### src/rtl/regfile_write_arbiter.sv
// Shares the register file's single write port among N_REQ requesters, each behind a small FIFO.
// Round-robin drain of one entry per cycle into registered port outputs, plus a per-register busy mask.
module regfile_write_arbiter #(
  parameter int unsigned N_REQ = 3,
  parameter int unsigned DEPTH = 2
) (
  input  logic                  clk,
  input  logic                  reset,
  input  logic [N_REQ-1:0]      req_valid,
  output logic [N_REQ-1:0]      req_ready,
  input  logic [2*N_REQ-1:0]    req_part,
  input  logic [3*N_REQ-1:0]    req_id,
  input  logic [16*N_REQ-1:0]   req_data,
  output logic                  we,
  output logic [1:0]            write_part,
  output logic [2:0]            write_id,
  output logic [15:0]           write_data,
  output logic [7:0]            busy,
  output logic                  idle
);

  localparam int unsigned AW = $clog2(DEPTH);
  localparam int unsigned CW = AW + 1;
  localparam int unsigned PW = (N_REQ > 1) ? $clog2(N_REQ) : 1;

  logic [1:0]    part_q [N_REQ][DEPTH];
  logic [2:0]    id_q   [N_REQ][DEPTH];
  logic [15:0]   data_q [N_REQ][DEPTH];
  logic [AW-1:0] rd_ptr_q [N_REQ];
  logic [AW-1:0] wr_ptr_q [N_REQ];
  logic [CW-1:0] count_q  [N_REQ];
  logic [PW-1:0] rr_q, rr_d;

  logic [N_REQ-1:0] push, pop;
  logic             grant_valid;
  logic [PW-1:0]    grant_idx;

  logic          we_q;
  logic [1:0]    write_part_q;
  logic [2:0]    write_id_q;
  logic [15:0]   write_data_q;

  // First non-empty FIFO searching upward from the round-robin pointer.
  always_comb begin
    logic [PW-1:0] cand;
    cand        = '0;
    grant_valid = 1'b0;
    grant_idx   = '0;
    for (int unsigned k = 0; k < N_REQ; k++) begin
      cand = PW'((32'(rr_q) + k) % N_REQ);
      if (!grant_valid && (count_q[cand] != '0)) begin
        grant_valid = 1'b1;
        grant_idx   = cand;
      end
    end
    rr_d = rr_q;
    if (grant_valid) begin
      rr_d = (grant_idx == PW'(N_REQ - 1)) ? '0 : grant_idx + 1'b1;
    end
  end

  // Ready is taken from registered count only, so a full FIFO never accepts on its pop cycle.
  always_comb begin
    for (int unsigned i = 0; i < N_REQ; i++) begin
      req_ready[i] = (count_q[i] != CW'(DEPTH));
      push[i]      = req_valid[i] && req_ready[i];
      pop[i]       = grant_valid && (grant_idx == PW'(i));
    end
  end

  always_ff @(posedge clk or negedge reset) begin
    if (!reset) begin
      rr_q <= '0;
      for (int unsigned i = 0; i < N_REQ; i++) begin
        rd_ptr_q[i] <= '0;
        wr_ptr_q[i] <= '0;
        count_q[i]  <= '0;
      end
    end else begin
      rr_q <= rr_d;
      for (int unsigned i = 0; i < N_REQ; i++) begin
        if (push[i]) wr_ptr_q[i] <= wr_ptr_q[i] + 1'b1;
        if (pop[i])  rd_ptr_q[i] <= rd_ptr_q[i] + 1'b1;
        count_q[i] <= count_q[i] + CW'(push[i]) - CW'(pop[i]);
      end
    end
  end

  // Entry storage needs no reset: validity is tracked by the pointers and counts.
  always_ff @(posedge clk) begin
    for (int unsigned i = 0; i < N_REQ; i++) begin
      if (push[i]) begin
        part_q[i][wr_ptr_q[i]] <= req_part[2*i +: 2];
        id_q[i][wr_ptr_q[i]]   <= req_id[3*i +: 3];
        data_q[i][wr_ptr_q[i]] <= req_data[16*i +: 16];
      end
    end
  end

  always_ff @(posedge clk or negedge reset) begin
    if (!reset) begin
      we_q         <= 1'b0;
      write_part_q <= 2'b00;
      write_id_q   <= 3'd0;
      write_data_q <= 16'd0;
    end else if (grant_valid) begin
      we_q         <= (part_q[grant_idx][rd_ptr_q[grant_idx]] != 2'b00);
      write_part_q <= part_q[grant_idx][rd_ptr_q[grant_idx]];
      write_id_q   <= id_q[grant_idx][rd_ptr_q[grant_idx]];
      write_data_q <= data_q[grant_idx][rd_ptr_q[grant_idx]];
    end else begin
      we_q <= 1'b0;
    end
  end

  always_comb begin
    logic [AW-1:0] off;
    off  = '0;
    busy = '0;
    idle = !we_q;
    for (int unsigned i = 0; i < N_REQ; i++) begin
      if (count_q[i] != '0) idle = 1'b0;
      for (int unsigned j = 0; j < DEPTH; j++) begin
        off = AW'(j) - rd_ptr_q[i];
        if (({1'b0, off} < count_q[i]) && (part_q[i][j] != 2'b00)) busy[id_q[i][j]] = 1'b1;
      end
    end
    if (we_q) busy[write_id_q] = 1'b1;
  end

  assign we         = we_q;
  assign write_part = write_part_q;
  assign write_id   = write_id_q;
  assign write_data = write_data_q;

endmodule

### config.mk
export PLATFORM = sky130hd
export DESIGN_NAME = regfile_write_arbiter
export DESIGN_NICKNAME = d
export VERILOG_FILES = /design/src/rtl/regfile_write_arbiter.sv
export SDC_FILE = /design/constraint.sdc
export NUM_CORES = 1
export LEC_CHECK = 0
export BUFFER_PORTS_ARGS = -buffer_cell sky130_fd_sc_hd__buf_4
export CAP_MARGIN = 20
export CORE_ASPECT_RATIO = 1.75
export CORE_MARGIN = 1.5
export CORE_UTILIZATION = 28
export CTS_BUF_LIST = sky130_fd_sc_hd__clkbuf_4
export CTS_CLUSTER_DIAMETER = 50
export DETAILED_ROUTE_END_ITERATION = 7
export SYNTH_ARGS = -nofsm -noshare
export SYNTH_HDL_FRONTEND = slang
export SYNTH_SLANG_ARGS = --single-unit
### constraint.sdc
create_clock -name clk -period 3.6 [get_ports clk]
set_input_delay 0.18 -clock clk [delete_from_list [all_inputs] [get_ports clk]]
set_output_delay 0.18 -clock clk [all_outputs]
set_load 0.01 [all_outputs]
==> summary.md <==
| Metric | Value |
|---|---|
| Min Tclk post-route | 3288 ps |
| DR WL met2 | 11010 um |
| Post-synth EDFFs | 126 |
| R2R setup slack | 310 ps |
| Max Fanout on Critical Path | 19 |
| First-pass GRT wire length | 30280 um |
| Mapped cell area | 7141 sq um |
| Core ar. | 25150 sq um |
| Setup_tns | 0 ps |
| Overall power | 9.831 mW |
| Slew headroom | 48.50% |
| DR vias/cell | 5.027 |
| Final net count | 757 |
| Most frequent cells in the layout | 126 x edfxtp_1, 113 x buf_4, 67 x dlygate4sd3_1 |
| Overflow left after global routing | 0 |
| CTS tree | yes |
| Worst hold path type | primary input to async pin |
| GPL Wtd Cong | 0.9094 |
| Hold Fails Final Rpt | 0 |
| Post-layout util | 36.89% |
| Synth unique cells | 60 |
| Via count | 5077 |
| Initial drt markers | 269 |
| Ys flop type | edfxtp_1 |
| Full die area | 26510 sq um |
| Clk buf depth | 2 |
| H-tree lvl count | 4 |
| M1 wire length | 7225 um |
| Synth warnings | 0 |
| Post-synthesis sequential area ratio | 65.60% |
| Die H | 214.3 um |
| MaxCap Viol Count | 0 |
| Post-synth top area share | 52.99% |
| DR DRC count | 0 |
| GRT Total Usage | 15.53% |
| Worst-skew pair later-pin latency | 570 ps |
| Static leakage | 3.413 nW |
| Crit path launch type | flop |
| Most common cell after layout, fill and taps aside | edfxtp_1 |
| Endpoints failing setup | 0 |
| Vias in the first global route | 5323 |
| Seq. cell area | 4684 sq um |
| Die span in x | 123.7 um |
| Critical path class | flop to flop |
| Final setup margin | 312.1 ps |
| Drt total wl | 19650 um |
| FMAX | 304.1 MHz |
| Worst Skew | 27.19 ps |
| Layout area overhead | 29.91% |
| Syn_area_per_cell | 13.92 sq um |
| Dpl hpwl | 13800 um |
| CP arrival | 3700 ps |
| Row Count | 77 |
| Worst-path clk slew | 140 ps |
| # clock sinks | 162 |
| # fillers | 2396 |
| Unrepaired setup endpoints after global routing | no |
| Initial antenna violation count | 1 |
| Fin. max-slew vios | 0 |
| Starting Density | 28.40% |
| Worst Tran Pin Value | 766.6 ps |
| # Post-CTS Setup Buffers | 0 |
| WL/cell | 19.45 um |
| PD cells | 1060 nW/um^2 |
| Asr flop ratio synth | 22.22% |
| Met3 Wirelength | 551 um |
| IO Pins | 102 |
| Critical Path End Type | flop |
| Highest routed layer | met4 |
| Buffers on Ports | 101 |
| Routed Antenna Nets | 0 |
| Yosys top cell by area | edfxtp_1 |
| Layout cells sized above 1 | 24.68% |
| Synth area leaders | edfxtp_1 53%, dfrtp_1 13%, a22o_1 4.7% |
| Cts bufs inserted | 17 |
| Pin count of the biggest net entering global routing | 41 |
| Post-Syn Nets | 590 |
| Status | finished clean |
| Critical Path RT | 4020 ps |
| Dpl ws | 335.7 ps |
| Number of synthesized register bits | 162 |
| Tcrit/Tclk final | 91.33% |
| Area taken by multi-input logic gates | 2230 sq um |
| DR pass1 iterations | 5 |
| Cells after synthesis | 513 |
| Max IR drop VDD | 0.0007172 V |
| Root buffer cell | clkbuf_4 |
==> layer usage <==
layer / GRT usage [%] / vias up
li1: - / 2363
met1: 16.23 / 2529
met2: 28.69 / 139
met3: 2.633 / 46
met4: 8.238 / 0
met5: 0 / -
==> power by group <==
group | switching, mW | leakage (nW) | internal [mW]
sequential | 0.437 | 1.59 | 2.70
clock | 0.603 | 0.171 | 0.567
combinational | 3.10 | 1.66 | 2.43
==> worst max-delay path: stages (launching register included) <==
cell,delay [ps]
dfrtp_1,430
inv_1,70
ha_1,240
inv_1,130
nor2_2,160
o31ai_1,100
or3_1,500
and2_2,370
o311a_4,480
buf_12,210
a2111oi_2,350
a311oi_1,90
==> final timing paths <==
path                       cells past startpoint    startpoint             to
setup / recovery                              11       rr_q[0]  write_data[5]
hold / removal                                 2         reset    wr_ptr_q[0]
setup reg to reg                              11       rr_q[0]  write_data[5]
hold reg to reg                                1   wr_ptr_q[1]    wr_ptr_q[1]
max in group asynchronous                      2         reset  write_data[0]
min in group clk                               2  req_data[30]  data_q[1][30]
==> registers in the layout, indices dropped and copies added, names as in the netlist <==
name / flops
part_q: 12
id_q: 18
write_id: 3
rd_ptr_q: 3
count_q: 6
rr_q: 2
write_part: 2
write_data: 16
we: 1
wr_ptr_q: 3
data_q: 96
==> synthesized netlist by cell type, types with 4 or more instances <==
library cell,count
edfxtp_1,126
a22o_1,38
nor2_1,38
dfrtp_1,36
a21oi_1,24
inv_1,19
clkbuf_1,18
nand2_1,17
nor3_1,16
a311oi_1,14
a2111oi_2,11
a2111oi_0,10
xnor2_1,10
ha_1,9
nand3_1,8
nor3b_1,8
buf_1,6
buf_2,6
nand2b_1,6
nand3b_1,6
a21o_1,5
a31oi_1,5
buf_6,5
nand4_1,5
o21ai_0,5
a32oi_1,4
==> per-stage QoR <==
stage / cells / hold WS, ps / instance area (sq um)
floorplan: 513 / -115.6 / 7141
global placement: 910 / 186.0 / 8289
detailed placement: 910 / 188.9 / 8289
CTS: 1009 / 64.76 / 9274
global route: 1010 / 94.13 / 9276
finish: 1010 / 88.83 / 9276
==> area by class of cell <==
type | instances | area share [%]
well taps | 316 | 4.262
clock buffers | 20 | 1.619
clock inverters | 12 | 1.767
repair buffers | 183 | 17.02
diodes | 1 | 0.02698
flip-flops and latches | 162 | 50.50
inverters | 19 | 0.7688
multi-input cells | 297 | 24.04
==> timing repair <==
| action | CTS | global route |
|---|---|---|
| hold buffers | 67 | 0 |
| gates resized for setup | 0 | 0 |
| endpoints found under the hold margin | 165 | 0 |
==> cells by family (layout without fill, tap and decap cells) <==
kind of cell             count (synthesis)  count (layout)  synth area share [%]
XOR/XNOR                                12              12                 1.472
other                                    0               1                     0
adder cells (fa/ha/maj)                  9               9                 1.577
buffers and inverters                   54             234                 3.469
flip-flops                             162             162                 65.60
multiplexers                             4               4                0.5782
AND/OR/NAND/NOR                        121             121                 8.656
AO/OA/AOI/OAI                          151             151                 18.64
Note: power is estimated with default switching activity, not from simulation.
